--- src/rtl/fetch_sequencer.sv ---
// rtl/fetch_sequencer.sv - instruction-fetch controller with PC, prefetch FIFO and redirect flush
//
// Owns the PC, drives the instruction-memory address combinationally from it,
// and buffers {pc, instruction} pairs in a small prefetch FIFO. Decode takes
// the FIFO head through a valid/ready handshake. Execute redirects flush the
// FIFO and reload the PC.
//
// Optional feature macro: FETCH_WRAP_HALT_EN
//   defined   - fetching the last address stops fetch (HALT, halted=1) until a redirect
//   undefined - the PC wraps silently and halted is tied 0
//
// Ports:
//   clk            in   clock, rising edge
//   rst_n          in   asynchronous reset, active low
//   start          in   1-cycle pulse, begin fetching from PC 0 (IDLE only)
//   imem_addr      out  instruction-memory address (equals pc)
//   imem_instr     in   instruction-memory read data (combinational)
//   redirect_valid in   branch/jump taken this cycle
//   redirect_pc    in   redirect target
//   if_valid       out  FIFO head holds a valid instruction
//   if_ready       in   decode accepts the head this cycle
//   if_instr       out  head instruction
//   if_pc          out  head PC
//   halted         out  fetch stopped on wrap

module fetch_sequencer #(
    parameter int ADDR_W     = 5,
    parameter int DATA_W     = 32,
    parameter int FIFO_DEPTH = 2
) (
    input  logic              clk,
    input  logic              rst_n,
    input  logic              start,
    output logic [ADDR_W-1:0] imem_addr,
    input  logic [DATA_W-1:0] imem_instr,
    input  logic              redirect_valid,
    input  logic [ADDR_W-1:0] redirect_pc,
    output logic              if_valid,
    input  logic              if_ready,
    output logic [DATA_W-1:0] if_instr,
    output logic [ADDR_W-1:0] if_pc,
    output logic              halted
);

    localparam int PTR_W = (FIFO_DEPTH > 1) ? $clog2(FIFO_DEPTH) : 1;
    localparam int CNT_W = $clog2(FIFO_DEPTH + 1);
    localparam logic [CNT_W-1:0] FULL_CNT = CNT_W'(FIFO_DEPTH);

`ifdef FETCH_WRAP_HALT_EN
    typedef enum logic [1:0] {S_IDLE = 2'd0, S_RUN = 2'd1, S_HALT = 2'd2} state_t;
`else
    typedef enum logic [1:0] {S_IDLE = 2'd0, S_RUN = 2'd1} state_t;
`endif

    state_t state;
    state_t state_next;

    logic [ADDR_W-1:0] pc;
    logic [ADDR_W-1:0] slot_pc    [FIFO_DEPTH];
    logic [DATA_W-1:0] slot_instr [FIFO_DEPTH];
    logic [PTR_W-1:0]  head;
    logic [PTR_W-1:0]  tail;
    logic [CNT_W-1:0]  count;

    logic pop;
    logic push;
    logic flush;
    logic pc_last;

    assign pop     = if_valid & if_ready;
    assign pc_last = (pc == {ADDR_W{1'b1}});

    // State register
    always_ff @(posedge clk or negedge rst_n) begin
        if (!rst_n) begin
            state <= S_IDLE;
        end else begin
            state <= state_next;
        end
    end

    // Next-state logic
    always_comb begin
        state_next = state;
        case (state)
            S_IDLE: begin
                if (start) begin
                    state_next = S_RUN;
                end
            end
            S_RUN: begin
`ifdef FETCH_WRAP_HALT_EN
                // The push of the last address is the final fetch before halting.
                if (push && pc_last) begin
                    state_next = S_HALT;
                end
`endif
            end
`ifdef FETCH_WRAP_HALT_EN
            S_HALT: begin
                if (redirect_valid) begin
                    state_next = S_RUN;
                end
            end
`endif
            default: state_next = S_IDLE;
        endcase
    end

    // Output/control decode: redirect wins over push, and a full FIFO can
    // still accept a push when decode pops in the same cycle.
    always_comb begin
        push  = 1'b0;
        flush = 1'b0;
        case (state)
            S_RUN: begin
                flush = redirect_valid;
                push  = !redirect_valid && ((count != FULL_CNT) || pop);
            end
`ifdef FETCH_WRAP_HALT_EN
            S_HALT: begin
                flush = redirect_valid;
            end
`endif
            default: begin
                push  = 1'b0;
                flush = 1'b0;
            end
        endcase
    end

    // PC: wraps naturally through ADDR_W-bit arithmetic.
    always_ff @(posedge clk or negedge rst_n) begin
        if (!rst_n) begin
            pc <= '0;
        end else if ((state == S_IDLE) && start) begin
            pc <= '0;
        end else if (flush) begin
            pc <= redirect_pc;
        end else if (push) begin
            pc <= pc + ADDR_W'(1);
        end
    end

    // Prefetch FIFO. A flush resets the pointers; any pop in the same cycle
    // has already been taken by decode, so nothing else is needed for it.
    always_ff @(posedge clk or negedge rst_n) begin
        if (!rst_n) begin
            head  <= '0;
            tail  <= '0;
            count <= '0;
            for (int i = 0; i < FIFO_DEPTH; i++) begin
                slot_pc[i]    <= '0;
                slot_instr[i] <= '0;
            end
        end else if (flush) begin
            head  <= '0;
            tail  <= '0;
            count <= '0;
        end else begin
            if (push) begin
                slot_pc[tail]    <= pc;
                slot_instr[tail] <= imem_instr;
                tail             <= tail + PTR_W'(1);
            end
            if (pop) begin
                head <= head + PTR_W'(1);
            end
            case ({push, pop})
                2'b10:   count <= count + CNT_W'(1);
                2'b01:   count <= count - CNT_W'(1);
                default: count <= count;
            endcase
        end
    end

    assign imem_addr = pc;
    assign if_valid  = (count != '0);
    assign if_instr  = slot_instr[head];
    assign if_pc     = slot_pc[head];

`ifdef FETCH_WRAP_HALT_EN
    assign halted = (state == S_HALT);
`else
    assign halted = 1'b0;
`endif

endmodule

--- config.mk ---
export PLATFORM = sky130hd
export DESIGN_NAME = fetch_sequencer
export DESIGN_NICKNAME = d
export VERILOG_FILES = /design/src/rtl/fetch_sequencer.sv
export SDC_FILE = /design/constraint.sdc
export NUM_CORES = 1
export LEC_CHECK = 0
export BUFFER_PORTS_ARGS = -buffer_cell sky130_fd_sc_hd__buf_2
export CAP_MARGIN = 20
export CORE_MARGIN = 5
export CORE_UTILIZATION = 49
export DETAILED_ROUTE_END_ITERATION = 10
export PLACE_DENSITY = 0.87
export SYNTH_ARGS = -nofsm -noshare
export SYNTH_HDL_FRONTEND = slang
export SYNTH_SLANG_ARGS = --single-unit
--- constraint.sdc ---
create_clock -name clk -period 1.7 [get_ports clk]
set_input_delay 0.085 -clock clk [delete_from_list [all_inputs] [get_ports clk]]
set_output_delay 0.085 -clock clk [all_outputs]
set_load 0.1 [all_outputs]
# Word level (Yosys, flattened, before mapping)
# Index checks and enable logic that the tools add are counted.
# op_classes
add_sub_neg,5
n_lt_le_gt_ge,3
eq_ne,5
muxes,25
n_bitwise,5
reduce_logical,13
# ops
operator,n
32-bit two-way mux,4
64-bit bitwise mux,1
5-bit two-way mux,7
32-bit demux with 1-bit select,1
10-bit bitwise mux,1
2-bit one-hot mux with 2 select lines,2
1-bit two-way mux,6
2-bit nonzero test,3
3-bit nonzero test,2
"5-bit by 1-bit adder with 5-bit output, second input constant",1
5-bit demux with 1-bit select,1
"2-bit by 1-bit equality test with 1-bit output, second input constant",2
"2-bit >= comparator, second input constant",2
2-bit two-way mux,2
"2-bit != test, second input constant",2
1-bit inverter with 2-bit output,2
2-bit AND reduction,2
1-bit logical AND,3
"1-bit adder, second input constant",2
"2-bit by 1-bit adder with 2-bit output, second input constant",1
"2-bit equality test, second input constant",1
2-bit zero test,1
"2-bit by 1-bit less-than comparator with 1-bit output, second input constant",1
1-bit inverter,2
other kinds (4),4
# word_totals
register_bits,85

# Longest topological paths before layout
# Gate-level depths: netlist of the first run.
# depth
ltp_word,8
ltp_mapped,6
depth_no_buf,4

# Worst setup path before layout of the first run
# OpenSTA, ideal clock, no wires.
# synth_timing
path_type,register -> register
start,"register pc[0], in the netlist imem_addr[0]"
end,"register pc[1], in the netlist imem_addr[1]"
t_arrival_ns,1.742
t_required_ns,1.550
path_slack_ns,-0.192
path_stages_with_launch,4
cell_sequence,dfrtp_1 ha_1 a2111oi_0 a221oi_1
# synth_via
elab_chain_cells,4
# synth_lines
element,line_no,text
start: declaration,58,logic [ADDR_W-1:0] pc;
start signal: assignment,139,pc <= redirect_pc;
start signal: assignment,141,pc <= pc + ADDR_W'(1);
5-bit by 1-bit adder with 5-bit output,141,
5-bit two-way mux,140,end else if (push) begin
5-bit two-way mux,138,end else if (flush) begin
5-bit two-way mux,136,end else if ((state == S_IDLE) && start) begin
# Every way passes these cells. The select of a mux whose other input is x is not followed.
# A chain may end at the register's enable or synchronous reset.

# Final worst setup path of the first run
# layout_timing
start,register head
end,output if_instr[31]
# layout_via
elab_chain_cells,4
# layout_lines
element,line_no,text
start: declaration,61,logic [PTR_W-1:0] head;
start signal: assignment,167,head <= head + PTR_W'(1);
1-bit inverter with 2-bit output (implied by the code),179,assign if_instr = slot_instr[head];
32-bit two-way mux (implied by the code) (3 in series),179,
end: declaration,40,"output logic [DATA_W-1:0] if_instr,"
# Every way passes these cells. The select of a mux whose other input is x is not followed.

==> out/metrics.yaml, run 1 <==
synthesis:
  yosys_warnings: 0
  synth_nets: 307
  syn_area_per_cell_um2: 14.71
  synth_flop_cell: "dfrtp_1"
  synth.top_cell.area_share_pct: 54.14
  synthTopCellsByArea: "dfrtp_1, mux2_2, mux2_4, o211ai_1, buf_6"
  synth_cells: 264
  synthArstFlopShare_pct: 100.0
  synth_top_cell_by_area: "dfrtp_1"
  synth_edf_count: 0
  ys_seq_area_share_pct: 54.14
  syn_area_um2: 3882
  synth_cell_types: 36
  synth_seq_cells: 84
critical_path:
  worstPathRequired_ps: 1620
  critical_path.max_fanout: 20
  arrival_ps: 1560
  critPathKind: "flop to output port"
  slowest_stage: "dfrtp_2"
  cp-start-kind: "flop"
  path_cells: "buf_12 > mux2_2 > clkbuf_4"
  end_kind: "output port"
  critical_path.max_stage_delay_ps: 410
global_route:
  grt_max_degree: 38
  overflow: 0
  antenna_found_initial: 0
  grt_pass1_wl_um: 14060
  grt_pass1_vias: 2836
  track_usage_pct: 17.75
drt:
  vias_per_cell: 5.210
  drt_iter0_drc: 63
  final_antenna_net_count: 0
  drtPass1Iterations: 4
  drc_errors: 0
  via_count: 2605
  finalWirelength_um: 8495
  detail_route.wl_per_cell_um: 16.99
power_and_ir_drop:
  vdd_drop_max_mv: 0.8153
  pwr-share-comb_pct: 49.9
  p_int_uw: 4637
  p_sw_share_pct: 44.29
  powerDensity_nw_per_um2: 1540
  p_leak_uw: 0.002427
  netSwitchingPower_uw: 3686
  finalPower_uw: 8323
  clock_power_share_pct: 17.3
  p_seq_share_pct: 32.8
clock_network:
  h-tree-depth: 3
  cts_tree: "built"
  clk_pin_slew_worst_paths_ps: 80
  clk_latency_ps: 350
  cts_setup_buffers: 0
  cts_buffers: 9
  clock-root-buffer: "clkbuf_8"
  clockBufferDepth: 2
  numClockSinks: 84
die:
  coreArea_um2: 7727
  die_w_um: 99.02
  core.rowCount: 32
  die_area_um2: 9804
  die_h_um: 99.02
  start_util_pct: 50.24
  ios: 86
sta:
  setup_viol: 0
  whs_ps: 17.15
  finalCriticalPeriod_ps: 1649
  timing.setup.tns_ps: 0
  worst_slew_margin_rel_pct: 66.81
  rsz0062_at_grt: "yes"
  clock.fmax_ghz: 0.6064
  fin_crit_sh_pct: 97.00
  worstMarginPinSlew_ps: 490.9
  maxSlewViolCount: 0
  fin_skew_ps: 9.609
  hold_violations: 0
final_layout:
  regArea_um2: 2106
  fillers: 507
  final_area_um2: 5406
  diodes: 0
  multi_input_area_um2: 1683
  nets: 436
  finish.utilization_pct: 69.96
  drive_gt1_share_pct: 58.54
  area_growth_pct: 39.25
status:
  status: "finished, final reports clean"
placed_design:
  placed_cell_area_um2: 4811
  dp_hpwl_um: 5818
  io_buffers: 84
  place.gp.congestion: 0.8215
flow_run:
  drv_cap: 0
min_path:
  min_path_type: "primary input to flop"
-- state kept, by name, summed over array words and instances (netlist names) --
register    flops
slot_pc        10
state           1
imem_addr       5
head            1
count           2
tail            1
slot_instr     64
-- critical path: cells and delay by family (launching register included) --
| family | cells | cell delay, ps |
|---|---|---|
| buffers and inverters | 2 | 450 |
| muxes | 1 | 350 |
| DFF | 1 | 410 |
-- per-stage QoR --
step / worst slack [ps] / instances
final: 50.92 / 500
after global routing: -0.9266 / 500
after CTS: -0.9643 / 500
after detailed placement: 54.39 / 450
after global placement: 128.6 / 450
after floorplan: -41.37 / 264
-- layout make-up --
class	count	area share (%)
Clock buffer	10	2.361
Timing Repair Buffer	134	23.74
Sequential cell	84	38.95
Inverter	2	0.1389
Multi-Input combinational cell	162	31.13
Tap cell	102	2.361
Clock inverter	6	1.319
-- cell usage after synthesis, types with 2 or more instances --
cell type,instances
nand2b_1,2
buf_1,2
buf_2,2
mux2_4,19
a21oi_1,5
inv_1,2
clkbuf_1,4
buf_4,4
and3_1,3
nor2_1,2
or2_2,2
dfrtp_1,84
buf_6,3
nand2_1,2
o211ai_1,7
o21ai_0,4
nand4b_1,3
nor2b_1,4
a32oi_1,2
mux2_2,92
-- layer usage --
layer / up-vias / track usage (%) / routed length, um
met5: - / 0 / 0
met4: 0 / 5.987 / 82
met3: 7 / 2.972 / 347
met2: 68 / 31.92 / 4558
met1: 1311 / 21.45 / 3506
li1: 1219 / - / -
-- what timing repair did --
item,CTS,global route
cloned,0,0
endpoints found under the hold margin,92,0
resized for setup,5,23
endpoints found under the setup margin,17,34
hold buffers,34,0
-- power by group through the flow --
stage / Combinational (uW) / Clock [uW] / Sequential [uW]
floorplan: 2930 / 0 / 2810
global placement: 3980 / 0 / 2710
detailed placement: 4040 / 0 / 2760
CTS: 4120 / 1470 / 2720
global route: 4300 / 1560 / 2780
finish: 4150 / 1440 / 2730
-- final timing paths --
check | from | end | slack (ps) | depth (start not counted)
max in group asynchronous | rst_n | head$_DFFE_PN0P_ | 870 | 3
setup reg to reg | count[1]$_DFFE_PN0P_ | slot_instr[45]$_DFFE_PN0P_ | 60 | 4
setup / recovery | head$_DFFE_PN0P_ | if_instr[31] | 50 | 3
hold reg to reg | slot_instr[23]$_DFFE_PN0P_ | slot_instr[23]$_DFFE_PN0P_ | 510 | 1
hold / removal | redirect_valid | head$_DFFE_PN0P_ | 20 | 2
min in group asynchronous | rst_n | slot_instr[50]$_DFFE_PN0P_ | 210 | 2
-- cell families after synthesis --
kind of cell / after synthesis / share of synthesized area [%]
flops: 84 / 54.14
compound gates: 25 / 4.383
other cells: 1 / 0.09659
simple gates: 22 / 3.739
mux: 112 / 34.29
xor+xnor: 1 / 0.2256
fa+ha+maj: 1 / 0.3222
buf+inv: 18 / 2.804
-- placed cells by master (no fill, tap or decap), drive strengths merged, types with 2 or more instances in the layout --
| cell type | instances |
|---|---|
| clkbuf | 19 |
| nor2 | 2 |
| mux2 | 111 |
| nand2b | 2 |
| o21ai | 4 |
| a32oi | 2 |
| or2 | 2 |
| and3 | 3 |
| nor2b | 4 |
| dlygate4sd3 | 34 |
| dfrtp | 84 |
| buf | 91 |
| o211ai | 7 |
| inv | 4 |
| clkinvlp | 2 |
| nand2 | 2 |
| nand4b | 3 |
| a21oi | 5 |
No activity file was read; power rests on OpenSTA's default activity.
==> inputs of run 2 (changes only) <==
--- a/config.mk
+++ b/config.mk
@@ -8,9 +8,9 @@
 export BUFFER_PORTS_ARGS = -buffer_cell sky130_fd_sc_hd__buf_2
 export CAP_MARGIN = 20
 export CORE_MARGIN = 5
-export CORE_UTILIZATION = 49
+export CORE_UTILIZATION = 55
 export DETAILED_ROUTE_END_ITERATION = 10
-export PLACE_DENSITY = 0.87
+export PLACE_DENSITY = 0.92
 export SYNTH_ARGS = -nofsm -noshare
 export SYNTH_HDL_FRONTEND = slang
 export SYNTH_SLANG_ARGS = --single-unit
==> constraint.sdc (replaced) <==
create_clock -name clk -period 2 [get_ports clk]
set_input_delay 0.1 -clock clk [delete_from_list [all_inputs] [get_ports clk]]
set_output_delay 0.1 -clock clk [all_outputs]
set_load 0.1 [all_outputs]
==> run 2 against run 1 <==
Net effect:
- sequential share of layout area shrank 0.39 points
- core utilization grew 9.8 points
- register-to-register slack gained 140 ps
- combinational power shrank 7.7%
- sequential power shrank 14%
- worst setup slack gained 150 ps
- clock skew grew 5.2 ps
- cell count shrank 4.4%
- largest power group unchanged
- highest routed layer unchanged
==> out/metrics.yaml, run 2 (synthesized netlist as in run 1, its figures left out) <==
min_path:
  min_path_type: "primary input to flop"
sta:
  rsz0062_at_grt: "no"
  setup_viol: 0
  fin_ws_ps: 198.6
  whs_ps: 9.705
  worst_slew_margin_rel_pct: 65.35
  fin_crit_sh_pct: 90.07
  fin_skew_ps: 14.82
  finalCriticalPeriod_ps: 1801
  worstMarginPinSlew_ps: 519.8
  hold_violations: 0
  timing.setup.tns_ps: 0
  clock.fmax_ghz: 0.5551
  maxSlewViolCount: 0
die:
  die_area_um2: 8840
  core.rowCount: 30
  start_util_pct: 56.83
  ios: 86
  die_h_um: 94.02
  die_w_um: 94.02
  coreArea_um2: 6832
global_route:
  grt_pass1_wl_um: 15010
  grt_max_degree: 46
  track_usage_pct: 22.22
  overflow: 0
  antenna_found_initial: 0
  grt_pass1_vias: 3043
final_layout:
  nets: 420
  area_growth_pct: 40.41
  final_area_um2: 5451
  finish.utilization_pct: 79.80
  fillers: 420
  final_common_cell: "mux2_2"
  largest_reg_flops: 64
  largest_register: "slot_instr"
  layout_common_cells: "mux2_2, dfrtp_1, buf_2, buf_12, dlygate4sd3_1"
  drive_gt1_share_pct: 58.64
  diodes: 0
status:
  status: "finished, final reports clean"
critical_path:
  reg2reg_to: "slot_instr[63]$_DFFE_PN0P_"
  worst_r2r_path_depth: 4
  worstPathRequired_ps: 2230
  critPathLaunch: "count[1]$_DFFE_PN0P_"
  cp-start-kind: "flop"
  critical_path.max_fanout: 10
  worstReg2RegStart: "count[1]$_DFFE_PN0P_"
  end_kind: "flop"
  r2r_slack_ps: 200
  critPathKind: "flop to flop"
  endpoint: "slot_instr[63]$_DFFE_PN0P_"
  arrival_ps: 2030
clock_network:
  h-tree-depth: 3
  clockBufferDepth: 2
  cts_buffers: 9
  clock-root-buffer: "clkbuf_8"
  numClockSinks: 84
  cts_tree: "built"
  clk_pin_slew_worst_paths_ps: 80
  cts_setup_buffers: 0
  clk_latency_ps: 350
placed_design:
  dp_hpwl_um: 6165
  placed_cell_area_um2: 4997
  io_buffers: 84
  place.gp.congestion: 0.8220
  dp_slack_ps: 222.1
drt:
  drc_errors: 0
  detail_route.wl_per_cell_um: 19.22
  via_count: 2628
  finalWirelength_um: 9187
  drtPass1Iterations: 4
  drt_iter0_drc: 75
  vias_per_cell: 5.498
  final_antenna_net_count: 0
flow_run:
  drv_cap: 0
power_and_ir_drop:
  p_leak_uw: 0.002444
  vdd_drop_max_mv: 1.221
  powerDensity_nw_per_um2: 1375
run 2: critical path: stages, from the launching register on:
cell and delay [ps]:
dfrtp_1 440, or3b_1 300, nor3b_2 310, buf_4 280
mux2_2 360
run 2: what timing repair did:
item                                    4_1_cts  5_1_grt
hold buffers                                 23        1
endpoints found under the setup margin        0        0
hold endpoints to repair                     71        1
resized for setup                             0        0
run 2: metrics by stage:
| stage | std cells | total power (uW) |
|---|---|---|
| final | 478 | 7496 |
| after floorplan | 264 | 4869 |
| after detailed placement | 438 | 6170 |
| after CTS | 477 | 7517 |
| after global routing | 478 | 7749 |
| after global placement | 438 | 6047 |
run 2: final cells by class:
cell class,count,area (um^2),share of cell area [%]
sequential,84,2102,38.56
multi-input combinational,162,1677,30.76
timing repair buffer,118,1331,24.42
clock buffer,10,127.6,2.341
tap,96,120.1,2.203
clock inverter,6,86.33,1.584
inverter,2,7.507,0.1377
run 2: metal layers:
layer | track usage (%) | share of wire [%]
met1 | 25.53 | 39
met2 | 40.63 | 55
met3 | 4.487 | 4.0
met4 | 8.063 | 2.3
met5 | 0 | 0
run 2: how the worst min path moves through the flow:
stage,start,end,slack (ps),cells after the start
after floorplan,rst_n,count[0]$_DFFE_PN0P_,-200,0
after global placement,rst_n,slot_instr[54]$_DFFE_PN0P_,100,1
after global routing,imem_instr[24],slot_instr[56]$_DFFE_PN0P_,2,2
after CTS,imem_instr[29],slot_instr[61]$_DFFE_PN0P_,0.9,2
after detailed placement,rst_n,slot_instr[23]$_DFFE_PN0P_,110,1
final,imem_instr[29],slot_instr[61]$_DFFE_PN0P_,10,2
run 2: where the power goes:
group          switching (uW)  leakage, uW  total, uW  internal, uW
sequential                252     0.000994       2340          2090
combinational            2340      0.00134       3830          1490
clock                     614     0.000107       1320           705
==> inputs of run 3 (changes only) <==
--- a/config.mk
+++ b/config.mk
@@ -10,7 +10,7 @@
 export CORE_MARGIN = 5
 export CORE_UTILIZATION = 55
 export DETAILED_ROUTE_END_ITERATION = 10
-export PLACE_DENSITY = 0.92
+export PLACE_DENSITY = 0.81
 export SYNTH_ARGS = -nofsm -noshare
 export SYNTH_HDL_FRONTEND = slang
 export SYNTH_SLANG_ARGS = --single-unit
==> run 3 against run 2 <==
Net effect:
- power is 0.37% lower
- final area rose by 1.1%
- cell count increased by 1.0%
- sequential share of layout area fell by 0.43 points
- via count fell by 2.1%
- first-iteration DRC count is 5.3% higher
- core utilization increased by 0.90 points
- fmax shrank 0.84%
- register-to-register slack got worse by 20 ps
- critical endpoint is now slot_instr[42]$_DFFE_PN0P_
==> out/metrics.yaml, run 3 (synthesized netlist as in run 1, its figures left out) <==
status:
  status: "finished, final reports clean"
final_layout:
  fillers: 383
  largest_register: "slot_instr"
  area_growth_pct: 41.99
  layout_common_cells: "mux2_2, dfrtp_1, buf_2, buf_12, dlygate4sd3_1"
  nets: 425
  final_common_cell: "mux2_2"
  largest_reg_flops: 64
  diodes: 0
  drive_gt1_share_pct: 58.14
clock_network:
  clockBufferDepth: 2
  clk_pin_slew_worst_paths_ps: 80
  cts_buffers: 9
  post_cts_resized: 0
  cts_tree: "built"
  numClockSinks: 84
  cts_setup_buffers: 0
  clock-root-buffer: "clkbuf_8"
  cts_hold_repair.buffers: 29
  clk_latency_ps: 350
  h-tree-depth: 3
critical_path:
  worstReg2RegStart: "count[1]$_DFFE_PN0P_"
  critPathLaunch: "count[1]$_DFFE_PN0P_"
  end_kind: "flop"
  path_cells: "or3b_1 > nor3b_2 > buf_12 > mux2_2"
  worstPathRequired_ps: 2230
  reg2reg_to: "slot_instr[42]$_DFFE_PN0P_"
  worst_r2r_path_depth: 4
  r2r_slack_ps: 180
  cp-start-kind: "flop"
  arrival_ps: 2050
  critical_path.max_stage_delay_ps: 430
  cpLargestDelayFamily: "simple AND/OR/NAND/NOR gates"
  crit_buf_inv: 1
  critical_path.max_fanout: 38
  slowest_stage: "dfrtp_1"
  critPathKind: "flop to flop"
drt:
  finalWirelength_um: 8333
  vias_per_cell: 5.325
  drtPass1Iterations: 4
  final_antenna_net_count: 0
  drc_errors: 0
  via_count: 2572
  drt_iter0_drc: 79
  detail_route.wl_per_cell_um: 17.25
global_route:
  grt_pass1_vias: 2812
  overflow: 0
  grt_max_degree: 53
  antenna_found_initial: 0
  grt_pass1_wl_um: 13820
  track_usage_pct: 20.14
die:
  die_h_um: 94.02
  start_util_pct: 56.83
  ios: 86
  coreArea_um2: 6832
  die_area_um2: 8840
  die_w_um: 94.02
  core.rowCount: 30
power_and_ir_drop:
  finalPower_uw: 7468
  p_sw_share_pct: 42.10
  powerDensity_nw_per_um2: 1355
  p_int_uw: 4324
  p_seq_share_pct: 31.2
  vdd_drop_max_mv: 1.069
  pwr-share-comb_pct: 51.1
  netSwitchingPower_uw: 3144
  p_leak_uw: 0.002475
  clock_power_share_pct: 17.7
sta:
  whs_ps: 8.434
  finalCriticalPeriod_ps: 1817
  rsz0062_at_grt: "no"
  worst_slew_margin_rel_pct: 56.28
  fin_crit_sh_pct: 90.83
  maxSlewViolCount: 0
  setup_viol: 0
  hold_violations: 0
  fin_ws_ps: 183.3
  timing.setup.tns_ps: 0
  worstMarginPinSlew_ps: 655.7
  fin_skew_ps: 6.011
  clock.fmax_ghz: 0.5505
min_path:
  min-delay-start: "imem_instr[14]"
  min_to: "slot_instr[46]$_DFFE_PN0P_"
  hold_depth: 2
  min_path_type: "primary input to flop"
placed_design:
  io_buffers: 84
  dp_slack_ps: 213.4
  dp_hpwl_um: 5486
  place.gp.congestion: 0.8570
flow_run:
  drv_cap: 0
run 3: final cells by class:
type                            count  area [um^2]  share of cell area [%]
Multi-Input combinational cell    162         1677                   30.41
Inverter                            2        7.507                  0.1362
Tap cell                           96        120.1                   2.179
Clock buffer                       10        137.6                   2.497
Timing Repair Buffer              123         1381                   25.06
Sequential cell                    84         2102                   38.13
Clock inverter                      6        87.58                   1.589
run 3: worst max-delay path by stage:
stage | end | slack (ps) | cells past startpoint
floorplan | imem_addr[1]$_DFFE_PN0P_ | 110 | 3
global placement | slot_instr[58]$_DFFE_PN0P_ | 260 | 4
detailed placement | slot_instr[44]$_DFFE_PN0P_ | 210 | 4
CTS | slot_instr[51]$_DFFE_PN0P_ | 200 | 4
global route | slot_instr[42]$_DFFE_PN0P_ | 110 | 4
finish | slot_instr[42]$_DFFE_PN0P_ | 180 | 4
run 3: worst reg2reg max path, stage by stage, from the launching register on:
cell     delay [ps]
dfrtp_1         430
or3b_1          290
nor3b_2         280
buf_12          300
mux2_2          400
run 3: metrics by stage:
| step | util [%] | cells | instance area (um^2) |
|---|---|---|---|
| 2_1_floorplan | - | 264 | 3882 |
| 3_3_place_gp | 73.15 | 438 | 4997 |
| 3_5_place_dp | 73.15 | 438 | 4997 |
| 4_1_cts | 80.70 | 483 | 5513 |
| 5_1_grt | 80.70 | 483 | 5513 |
| 6_report | 80.70 | 483 | 5513 |
run 3: per-layer routing:
layer  share of wire [%]  track usage [%]
met1                  42            24.80
met2                  54            34.95
met3                 4.0            4.567
met4                0.24            6.498
met5                   0                0
run 3: power groups by stage:
stage / combinational, uW / clock, uW / sequential [uW]
floorplan: 2490 / 0 / 2380
global placement: 3750 / 0 / 2310
detailed placement: 3790 / 0 / 2350
CTS: 3840 / 1350 / 2320
global route: 3940 / 1430 / 2370
finish: 3810 / 1320 / 2330
